===== config.mk =====
export PLATFORM = sky130hd
export DESIGN_NAME = vliw_fetch_stage
export DESIGN_NICKNAME = d
export VERILOG_FILES = /design/src/rtl/vliw_fetch_stage_pkg.sv /design/src/rtl/vliw_fetch_stage_field_extract.sv /design/src/rtl/vliw_fetch_stage.sv
export SDC_FILE = /design/constraint.sdc
export NUM_CORES = 1
export LEC_CHECK = 0
export CORE_ASPECT_RATIO = 1.5
export CORE_MARGIN = 2
export CORE_UTILIZATION = 39
export DETAILED_ROUTE_END_ITERATION = 10
export PLACE_DENSITY = 0.82
export SLEW_MARGIN = 20
export SYNTH_ARGS = -nofsm -noshare
export SYNTH_HDL_FRONTEND = slang
export SYNTH_HIERARCHICAL = 1
export SYNTH_SLANG_ARGS = --single-unit
export TNS_END_PERCENT = 30

===== constraint.sdc =====
create_clock -name clk -period 1.9 [get_ports clk]
set_input_delay 0.19 -clock clk [delete_from_list [all_inputs] [get_ports clk]]
set_output_delay 0.19 -clock clk [all_outputs]
set_load 0.02 [all_outputs]

===== src/rtl/vliw_fetch_stage_pkg.sv =====
// Shared VLIW slot field positions, halt encoding and fetch FSM states.
// Decode and hazard detection import these as well.
package vliw_fetch_stage_pkg;

    localparam int ADD_SHIFT_BAR_BIT = 15;
    localparam int RD_ADD_MSB        = 8;
    localparam int RD_ADD_LSB        = 6;
    localparam int RM_SHIFT_MSB      = 5;
    localparam int RM_SHIFT_LSB      = 3;
    localparam int MEMREAD_BIT       = 15;
    localparam int MEMWRITE_BIT      = 14;
    localparam int RN_MSB            = 5;
    localparam int RN_LSB            = 3;
    localparam int RD_MSB            = 2;
    localparam int RD_LSB            = 0;

    localparam int SLOT0_BASE = 16;
    localparam int SLOT1_BASE = 0;

    localparam logic [31:0] HALT_BUNDLE_DEF = 32'hFFFF_FFFF;

    localparam logic [0:0] ST_RUN    = 1'b0;
    localparam logic [0:0] ST_HALTED = 1'b1;

endpackage


===== src/rtl/vliw_fetch_stage_field_extract.sv =====
// IF/ID field extraction: registered bundle + valid -> hazard/decode fields.
// Memory controls are gated by valid so bubbles never look like loads/stores.
module if_id_field_extract
    import vliw_fetch_stage_pkg::*;
(
    input  logic [31:0] bundle_i,
    input  logic        valid_i,
    output logic        add_shift_bar_o,
    output logic [2:0]  regrd_add_o,
    output logic [2:0]  regrm_shift_o,
    output logic        memread_o,
    output logic        memwrite_o,
    output logic [2:0]  rn1_o,
    output logic [2:0]  rd1_o
);

    logic unused_bits;
    assign unused_bits = ^bundle_i;

    assign add_shift_bar_o = bundle_i[SLOT0_BASE + ADD_SHIFT_BAR_BIT];
    assign regrd_add_o     = bundle_i[SLOT0_BASE + RD_ADD_MSB :
                                      SLOT0_BASE + RD_ADD_LSB];
    assign regrm_shift_o   = bundle_i[SLOT0_BASE + RM_SHIFT_MSB :
                                      SLOT0_BASE + RM_SHIFT_LSB];
    assign memread_o       = bundle_i[SLOT1_BASE + MEMREAD_BIT] & valid_i;
    assign memwrite_o      = bundle_i[SLOT1_BASE + MEMWRITE_BIT] & valid_i;
    assign rn1_o           = bundle_i[SLOT1_BASE + RN_MSB :
                                      SLOT1_BASE + RN_LSB];
    assign rd1_o           = bundle_i[SLOT1_BASE + RD_MSB :
                                      SLOT1_BASE + RD_LSB];

endmodule


===== src/rtl/vliw_fetch_stage.sv =====
// VLIW fetch stage with IF/ID register and RUN/HALTED fetch FSM.
// Optional STALL_CNT_EN adds a saturating 16-bit stall counter output.
module vliw_fetch_stage
    import vliw_fetch_stage_pkg::*;
#(
    parameter int               PC_W        = 8,
    parameter logic [PC_W-1:0]  RESET_PC    = '0,
    parameter logic [31:0]      HALT_BUNDLE = HALT_BUNDLE_DEF
) (
    input  logic            clk,
    input  logic            reset,
    input  logic            pc_write,
    input  logic            if_id_write,
    input  logic            branch_taken,
    input  logic [PC_W-1:0] branch_target,
    output logic [PC_W-1:0] imem_addr,
    input  logic [31:0]     imem_rdata,
    output logic [PC_W-1:0] if_id_pc,
    output logic [31:0]     if_id_bundle,
    output logic            if_id_valid,
    output logic            if_id_add_shift_bar,
    output logic [2:0]      if_id_regRd_add_6,
    output logic [2:0]      if_id_regRm_shift,
    output logic            if_id_memRead,
    output logic            if_id_memWrite,
    output logic [2:0]      if_id_rn1,
    output logic [2:0]      if_id_rd1,
`ifdef STALL_CNT_EN
    output logic [15:0]     stall_count,
`endif
    output logic            halted
);

    logic [PC_W-1:0] pc_q, pc_d;
    logic [PC_W-1:0] ipc_q, ipc_d;
    logic [31:0]     bun_q, bun_d;
    logic            vld_q, vld_d;
    logic [0:0]      st_q, st_d;
    logic            halt_hit;

    // Halt only triggers when the halt bundle is actually being loaded
    assign halt_hit = (st_q == ST_RUN) && if_id_write && !branch_taken
                      && (imem_rdata == HALT_BUNDLE);

    always_comb begin
        pc_d  = pc_q;
        ipc_d = ipc_q;
        bun_d = bun_q;
        vld_d = vld_q;
        st_d  = st_q;
        if (branch_taken) begin
            pc_d  = branch_target;
            st_d  = ST_RUN;
            vld_d = 1'b0;
            bun_d = '0;
        end else begin
            if (st_q == ST_RUN && pc_write && !halt_hit)
                pc_d = pc_q + 1'b1;
            if (if_id_write) begin
                if (st_q == ST_HALTED || halt_hit) begin
                    vld_d = 1'b0;
                    bun_d = '0;
                end else begin
                    vld_d = 1'b1;
                    bun_d = imem_rdata;
                    ipc_d = pc_q;
                end
            end
            if (halt_hit)
                st_d = ST_HALTED;
        end
    end

    always_ff @(posedge clk) begin
        if (reset) begin
            pc_q  <= RESET_PC;
            ipc_q <= '0;
            bun_q <= '0;
            vld_q <= 1'b0;
            st_q  <= ST_RUN;
        end else begin
            pc_q  <= pc_d;
            ipc_q <= ipc_d;
            bun_q <= bun_d;
            vld_q <= vld_d;
            st_q  <= st_d;
        end
    end

`ifdef STALL_CNT_EN
    logic [15:0] stall_cnt_q;

    always_ff @(posedge clk) begin
        if (reset)
            stall_cnt_q <= '0;
        else if (st_q == ST_RUN && !branch_taken
                 && (!pc_write || !if_id_write)
                 && stall_cnt_q != 16'hFFFF)
            stall_cnt_q <= stall_cnt_q + 16'd1;
    end

    assign stall_count = stall_cnt_q;
`endif

    assign imem_addr    = pc_q;
    assign if_id_pc     = ipc_q;
    assign if_id_bundle = bun_q;
    assign if_id_valid  = vld_q;
    assign halted       = (st_q == ST_HALTED);

    if_id_field_extract u_fields (
        .bundle_i        (bun_q),
        .valid_i         (vld_q),
        .add_shift_bar_o (if_id_add_shift_bar),
        .regrd_add_o     (if_id_regRd_add_6),
        .regrm_shift_o   (if_id_regRm_shift),
        .memread_o       (if_id_memRead),
        .memwrite_o      (if_id_memWrite),
        .rn1_o           (if_id_rn1),
        .rd1_o           (if_id_rd1)
    );

endmodule


=== Word-level counts from Yosys, hierarchy flattened ===
Cells that the tools add are included.

* Flip-flop bits (word level): 50
* Latch bits: 0
* Bits in writable memories: 0
* Bits in read-only memories: 0
* Bits of input ports: 45
* Output and inout port bits: 65
* Word-level logic and storage cells: 27
* Memories kept: 0

* $add $sub $neg: 1
* Multipliers: 0
* Div/mod/pow operators: 0
* Order comparisons: 0
* Eq/ne operators: 1
* Shift-type cells: 0
* Muxes and demuxes: 4
* Bitwise operators: 5
* Reductions and logical operators: 11

{| class="wikitable"
|+ Operators with widths
! operator !! number
|-
| 32-bit == test (second input constant) || 1
|-
| 32-bit two-way mux || 1
|-
| 8-bit two-way mux || 2
|-
| 8-bit by 1-bit adder with 8-bit output (second input constant) || 1
|-
| 1-bit logical AND || 5
|-
| 1-bit inverter || 3
|-
| 3-bit AND reduction || 1
|-
| 1-bit AND || 2
|-
| 1-bit zero test || 2
|-
| 2-bit nonzero test || 1
|-
| 2-bit OR reduction || 1
|-
| 1-bit logical OR || 1
|-
| 1-bit two-way mux || 1
|}

=== Longest topological paths before layout ===
* Depth in word-level cells: 8
* Depth in mapped cells: 6
* Depth with buffers taken out: 5

=== Modules after synthesis ===
Netlist, hierarchy kept.

{| class="wikitable"
|+ Modules (own cells, without submodules)
! module !! times used !! cells each !! area each (um^2) !! sequential area each (um^2)
|-
| vliw_fetch_stage || 1 || 175 || 1969.4 || 1001.0
|-
| if_id_field_extract || 1 || 15 || 110.1 || 0.0
|}

=== Least setup slack after synthesis ===
OpenSTA, ideal clock, no wires.

* Path kind: reg2reg
* Start point: reg st_q, in the netlist halted
* End point: reg ipc_q[3], in the netlist if_id_pc[3]
* Library setup time: 0.128 ns
* Arrival time: 1.501 ns
* Required time: 1.772 ns
* Path slack: 0.271 ns
* Cell stages (with the launch flop): 5
* Buffers on the path: 0
* Period minus slack after synthesis: 1.629 ns
* Path through: dfxtp_1 nand2b_1 a211oi_2 mux2i_1 nor2_1

* Word-level cells in the longest chain between the ends: 7

{| class="wikitable"
|+ RTL lines
! item !! RTL line !! text
|-
| start, declared || vliw_fetch_stage.sv:38 || <nowiki>logic [0:0] st_q, st_d;</nowiki>
|-
| start signal, assigned || vliw_fetch_stage.sv:86 || <nowiki>st_q <= st_d;</nowiki>
|-
| 1-bit inverter || vliw_fetch_stage.sv:42 || <nowiki>assign halt_hit = (st_q == ST_RUN) && if_id_write && !branch_taken</nowiki>
|-
| 1-bit logical AND (2 in a row) || vliw_fetch_stage.sv:42 ||
|-
| 1-bit logical AND || vliw_fetch_stage.sv:43 || <nowiki>&& (imem_rdata == HALT_BUNDLE);</nowiki>
|-
| 1-bit logical OR * || vliw_fetch_stage.sv:60 || <nowiki>if (st_q == ST_HALTED || halt_hit) begin</nowiki>
|-
| 1-bit inverter (no source line) * || -- ||
|-
| 3-bit AND reduction (no source line) * || -- ||
|-
| end signal, assigned || vliw_fetch_stage.sv:83 || <nowiki>ipc_q <= ipc_d;</nowiki>
|-
| end, declared || vliw_fetch_stage.sv:35 || <nowiki>logic [PC_W-1:0] ipc_q, ipc_d;</nowiki>
|}

Every way passes the cells marked *; elsewhere a longest branch is shown, timed or not.
A chain may end at the register's enable or synchronous reset.

=== Worst setup path after layout ===
* Start point: in imem_rdata[14]
* End point: reg pc_q[5], in the netlist imem_addr[5]

* Word-level cells in the longest chain between the ends: 5

{| class="wikitable"
|+ RTL lines
! item !! RTL line !! text
|-
| start, declared || vliw_fetch_stage.sv:17 || <nowiki>input logic [31:0] imem_rdata,</nowiki>
|-
| 32-bit == test || vliw_fetch_stage.sv:43 ||
|-
| 1-bit logical AND || vliw_fetch_stage.sv:43 ||
|-
| 1-bit zero test || vliw_fetch_stage.sv:57 || <nowiki>if (st_q == ST_RUN && pc_write && !halt_hit)</nowiki>
|-
| 1-bit logical AND || vliw_fetch_stage.sv:57 ||
|-
| 2-bit nonzero test (no source line) || -- ||
|-
| end signal, assigned || vliw_fetch_stage.sv:82 || <nowiki>pc_q <= pc_d;</nowiki>
|-
| end, declared || vliw_fetch_stage.sv:34 || <nowiki>logic [PC_W-1:0] pc_q, pc_d;</nowiki>
|}

Every way passes these cells.

==> key figures <==
Outcome
  • Outcome: finished, final reports clean

Floorplan
  • Core area: slightly above 5000 um^2
  • Row Count: 32
  • # IOs: between 100 and 150
  • Starting Density: 40.6%
  • Die X: roughly 64 um
  • Die Y: around 93 um
  • Die area: approximately 5900 um^2

Drt
  • Avg Vias per Cell: 5.06
  • WL/cell: between 10 and 15 um
  • DRT Pass-1 Iters: 4
  • Residual DRC: 0
  • Initial drt markers: 80
  • Drt total wl: roughly 5500 um
  • DR vias: ~1900
  • Post-route ant nets: 0

Synth
  • Post-synth ARST share: 0%
  • Top cell type's share of synthesized area: between 40% and 50%
  • Syn Area/Cell: approximately 11 um^2
  • Area leader, netlist: dfxtp_1
  • Top_reg_cell synth: dfxtp_1
  • Yosys warns: 6
  • Sequential fraction of the synthesis area: 48.1%
  • Synth area leaders: dfxtp_1, a22o_1, buf_4
  • Yosys reg bits: 50
  • Net Count, Synth: ~240
  • Synth Cell Area: approximately 2100 um^2
  • Post-Synthesis Cells: 190
  • Post-synth top cells: dfxtp_1, a22o_1, buf_4
  • Synth cell types: 37
  • Number of flops mapped to enable cells by yosys: 0
  • Most frequent cell after synthesis: dfxtp_1

Critical path
  • RR Endpoint: if_id_bundle[18]$_SDFFE_PP0P_
  • Crit path DAT: a little over 2 ns
  • Worst reg2reg startpoint: halted$_SDFFE_PP0P_
  • Critical setup path kind: in -> reg
  • Crit-path slowest cell: clkdlybuf4s50_1
  • Crit path launch type: input port
  • Reg2Reg Depth: 4
  • CP max FO: 9
  • CP max stage delay: between 0.5 and 0.6 ns
  • CP cell instances: clkdlybuf4s50_1 > nand4_1 > nor4_4 > buf_4 > a311oi_4 > nor3b_1 > o31a_1
  • CP Capture Type: register
  • R2r setup slk: 0.28 ns
  • Worst EP required: 2.09 ns

Timing
  • Final period utilization: a little over nine tenths
  • Max_slew headroom: a little over half
  • Tmin final: 1.83 ns
  • Fmax: roughly 550 MHz
  • Least-Margin Pin Slew: a little under 0.7 ns
  • RSZ-0062 raised after global routing: true
  • Final hold vios: 0
  • Setup violators final: 0
  • Pins over their slew limit: 0
  • Worst Skew: about 0.0085 ns
  • Total negative slack: 0 ns

Place
  • DP HPWL: roughly 4100 um
  • RD Place Congestion: about 0.73
  • PortBufs: 109

Worst hold path
  • Hold Path Class: in -> reg
  • Critical hold path startpoint: branch_target[2]
  • Hold Path Sink: imem_addr[2]$_SDFFE_PP0P_
  • Worst hold path cell count: 3

GRT
  • First-pass GRT wire length: 8520 um
  • Met2 usage: roughly 32%
  • GRT Resource Usage Total: a little under a fifth
  • GR Util met3: under 10%
  • Largest net degree at the start of global routing: 33
  • GR Overflow Total: 0
  • Vias in the first global route: 1844
  • Met1 Usage GRT: 20.3%
  • Top Usage Layer GRT: met2
  • Initial antenna violation count: 0

Cells and area
  • Antenna cells: 0
  • Register Area: 1000 um^2
  • P&R area growth vs syn: 61.1%
  • Final Net Count: about 350
  • Share of cells above drive strength 1: 12.3%
  • Layout fillers: about 440
  • Area of the multi-input gates: around 910 um^2

Clock tree
  • TritonCTS buffer count: 5
  • H-tree depth: 2
  • Worst-skew pair later-pin latency: 0.30 ns
  • Clock Sinks: 50
  • # Post-CTS Setup Buffers: 0
  • Clock root cell: clkbuf_8
  • Clock transition at the registers of the reported paths: around 0.09 ns
  • Longest Clk Path Bufs: 2
  • CTS tree: done

Pwr
  • P per Cell Area: 643 nW/um^2
  • Total chip power: 2.16 mW
  • Static Leakage: roughly 1.3 nW
  • Peak supply drop: slightly above 500 uV

Flow run
  • Maxcap violations: 0
[report_power, final]
group / internal [mW] / leakage [nW] / switching [mW]
clock: 0.260 / 0.0483 / 0.351
combinational: 0.235 / 0.846 / 0.181
sequential: 1.09 / 0.408 / 0.0394
[worst max path at each step]
| stage | start | end | slack (ns) | cells after the start |
|---|---|---|---|---|
| final | imem_rdata[14] | imem_addr[5]$_SDFFE_PP0P_ | 0.07 | 7 |
| after global routing | imem_rdata[26] | imem_addr[3]$_SDFFE_PP0P_ | -0.05 | 7 |
| after CTS | imem_rdata[14] | if_id_bundle[10]$_SDFFE_PP0P_ | 0.05 | 6 |
| after detailed placement | imem_rdata[14] | if_id_bundle[18]$_SDFFE_PP0P_ | -0.52 | 6 |
| after global placement | imem_rdata[14] | if_id_bundle[1]$_SDFFE_PP0P_ | -0.42 | 6 |
| after floorplan | halted$_SDFFE_PP0P_ | if_id_pc[3]$_SDFFE_PP0P_ | 0.27 | 4 |
[what timing repair did]
item | 4_1_cts | 5_1_grt
hold endpoints to repair | 0 | 0
resized for setup | 1 | 2
pin swaps | 0 | 2
cloned | 1 | 0
endpoints found under the setup margin | 40 | 19
hold buffers | 0 | 0
[placed cells by master (no fill, tap or decap), types with 3 or more instances in the layout]
master             n
o21a_1             3
buf_4             17
nor2_1             8
mux2i_1            8
a21oi_1            6
a22o_1            32
nand4_1           10
clkdlybuf4s50_1  109
dfxtp_1           50
xor2_1             3
a31oi_1            3
clkbuf_8           5
inv_1             10
[cells by family after synthesis]
| group | Yosys count | synth area share [%] |
|---|---|---|
| AOI/OAI and AO/OA | 56 | 23.7 |
| xor gates and xnor gates | 4 | 1.69 |
| adders and majority gates | 1 | 0.602 |
| buffers and inverters | 34 | 9.63 |
| DFF | 50 | 48.1 |
| muxes | 8 | 3.85 |
| and+or+nand+nor | 37 | 12.4 |
[worst max-delay path: cells and delay by family]
| kind | cells | cell delay (ns) |
|---|---|---|
| buffers and inverters | 2 | 0.74 |
| AO/OA/AOI/OAI | 2 | 0.43 |
| AND/OR/NAND/NOR | 3 | 0.67 |
[registers in the layout (all words and copies together) (netlist names)]
signal / cells
halted: 1
if_id_bundle: 32
if_id_pc: 8
if_id_valid: 1
imem_addr: 8
[cell type report]
| class | count | area share, % |
|---|---|---|
| Tap cell | 68 | 2.54 |
| Timing Repair Buffer | 127 | 36.7 |
| Sequential cell | 50 | 29.9 |
| Clock buffer | 5 | 2.05 |
| Inverter | 10 | 1.12 |
| Multi-Input combinational cell | 107 | 27.1 |
| Clock inverter | 3 | 0.560 |
[per-layer routing]
layer  share of wire (%)  wire [um]
met3                 8.4        462
met1                  40       2190
met2                  51       2810
met4                 1.2         69
met5                   0          0
[metrics by stage]
step	utilization, %	std cells	hold WS [ns]	cell area (um^2)	setup WS [ns]
6_report	65.4	370	0.459	3350	0.0678
5_1_grt	65.4	370	0.459	3350	-0.0510
4_1_cts	65.2	370	0.450	3340	0.0486
3_5_place_dp	63.1	361	0.459	3230	-0.519
3_3_place_gp	63.1	361	0.458	3230	-0.416
2_1_floorplan	-	190	0.323	2080	0.271
Power figures use the tool's default switching activity.
==> edit (config.mk and constraints unchanged) <==
Register the inputs `branch_target` and `imem_rdata` before use, without a reset. The logic sees them one clock later. The other inputs are not delayed to match.
--- a/src/rtl/vliw_fetch_stage.sv
+++ b/src/rtl/vliw_fetch_stage.sv
@@ -31,6 +31,14 @@
     output logic            halted
 );
 
+    logic [PC_W-1:0] branch_target_q;
+    logic [31:0] imem_rdata_q;
+
+    always_ff @(posedge clk) begin
+        branch_target_q <= branch_target;
+        imem_rdata_q    <= imem_rdata;
+    end
+
     logic [PC_W-1:0] pc_q, pc_d;
     logic [PC_W-1:0] ipc_q, ipc_d;
     logic [31:0]     bun_q, bun_d;
@@ -40,7 +48,7 @@
 
     // Halt only triggers when the halt bundle is actually being loaded
     assign halt_hit = (st_q == ST_RUN) && if_id_write && !branch_taken
-                      && (imem_rdata == HALT_BUNDLE);
+                      && (imem_rdata_q == HALT_BUNDLE);
 
     always_comb begin
         pc_d  = pc_q;
@@ -49,7 +57,7 @@
         vld_d = vld_q;
         st_d  = st_q;
         if (branch_taken) begin
-            pc_d  = branch_target;
+            pc_d  = branch_target_q;
             st_d  = ST_RUN;
             vld_d = 1'b0;
             bun_d = '0;
@@ -62,7 +70,7 @@
                     bun_d = '0;
                 end else begin
                     vld_d = 1'b1;
-                    bun_d = imem_rdata;
+                    bun_d = imem_rdata_q;
                     ipc_d = pc_q;
                 end
             end
Check against the original RTL: not equivalent (Yosys sat finds a counterexample within 4 cycles, from zero or initial values and one cycle with reset high).
==> edit against the unedited design <==
Area after synthesis is 39% higher. Utilization is 5.3 points lower. Maximum frequency is 1.8% higher. Power is 82% higher. Critical path depth is 6 lower. Sequential cell count is 40 higher. Worst hold slack worse by 0.19 ns. Worst setup slack better by 0.032 ns. Wire length is 24% higher. Combinational power is 4% lower. Final area is 29% higher. Global-route usage is 0.46 points lower. Largest cell class is now sequential cells.
==> edit: results (changes against the unedited design) <==
[place]
dpl.hpwl_um=5100  ; +26%
gp_congestion=0.879  ; +21%
place_ws_ns=0.00484  ; +0.524 ns

[cells_and_area]
drive_above_1_share_pct=10.8  ; -1.5 points
clock_buffers=11  ; +6
multi_input_area_um2=926  ; +1.8%
seq_cell_count=90  ; +80%
clk_share_pct=5.39  ; +2.8 points
n_fill_cell=601  ; +36%
nets=394  ; +14%
sh_seq_area_pct=41.5  ; +12 points
layout.nonclk_buf_share_pct=28.3  ; -8.4 points
fin_cells=453  ; +22%
num-multi-input-gates=119  ; +11%
num-nonclk-buffers=122  ; -3.9%
synthToLayoutAreaGrowth_pct=49.7

[yosys]
async_flop_share_pct=0  ; unchanged
ys_types=38  ; +2.7%
ys_seq_area_share_pct=62.1  ; +14 points
syn_area_per_cell_um2=12.2  ; +11%
synth_commonest_cells=dfxtp_1 (90), a22o_1 (32), nor2_1 (15)
syn_nets=284  ; +20%
synth_area_leaders=dfxtp_1 (62%), a22o_1 (9.7%), mux2i_1 (3.5%)
synth_top_area_share_pct=62.1  ; +14 points
syn_area_um2=2900  ; +39%

[critical_path]
arrival_ns=1.61  ; -0.41 ns
slowest_delay_ns=0.70  ; +0.18 ns
timing.critical_path.fanout_max=7  ; -2

[global_routing]
grt_pass1_vias=2230  ; +21%
track_usage_pct=17.9  ; -0.46 points

[pwr]
pwr-share-comb_pct=10.2  ; -9.1 points
p_leak_nw=1.69  ; +30%
vdd_drop_max_mv=0.470  ; -6.8%
power_switching_w=0.000857  ; +50%

[sta]
slew_headroom_pct=74.0  ; +20 points
skew_ns=0.00961  ; +0.00111 ns

[cts]
h-tree-depth=3  ; +1
worstSkewPairLatency_ns=0.35  ; +0.05 ns
cts-buffers-inserted=9  ; +4

[outcome]
status=finished clean

[routing]
drtIter0Drc=53  ; -34%
viasPerCell=4.96  ; -1.8%

==> edit: cell types whose count changed after synthesis, sizes merged, moves of 3 or more <==
cell and delta:
dfxtp +40, inv -4, nand2 +4, nor2 +7, o21a -3, o21ai +6
xor2 -3
==> edit: what timing repair did <==
item                                    in CTS  in global routing
hold endpoints to repair                     0                  0
pin swaps                                    1                  1
setup buffers                                0                  2
hold buffers                                 0                  0
endpoints found under the setup margin       3                 37
gates resized for setup                      0                  1
==> edit: through the flow <==
stage,utilization (%),power (W),hold WS [ns]
after floorplan,-,0.00224,0.218
after global placement,56.5,0.00247,0.444
after detailed placement,56.5,0.00247,0.456
after CTS,59.8,0.00397,0.252
after global routing,60.0,0.00408,0.255
final,60.0,0.00393,0.272
==> edit: cell families after synthesis <==
kind of cell,Yosys count,synth area share [%]
DFF,90,62.1
adders and majority gates,1,0.432
muxes,10,3.45
buffers and inverters,29,6.30
and+or+nand+nor,51,11.7
AOI/OAI and AO/OA,56,15.7
xor gates and xnor gates,1,0.302
==> edit: worst paths after layout <==
kind	cells after the start	slack [ns]	from	endpoint
hold / removal	1	0.27	imem_rdata[3]	imem_rdata_q[3]$_DFF_P_
setup / recovery	1	0.1	halted$_SDFFE_PP0P_	halted
setup reg to reg	8	0.12	imem_rdata_q[13]$_DFF_P_	if_id_pc[3]$_SDFFE_PP0P_
hold reg to reg	2	0.46	branch_target_q[0]$_DFF_P_	imem_addr[0]$_SDFFE_PP0P_
==> edit: per-layer routing <==
layer	wire [um]	part of all wire, %	up-vias	track usage [%]
met2	3540	52	96	29.1
li1	-	-	1075	-
met4	346	5.0	0	14.2
met3	384	5.6	24	4.58
met1	2590	38	1054	19.3
met5	0	0	-	0
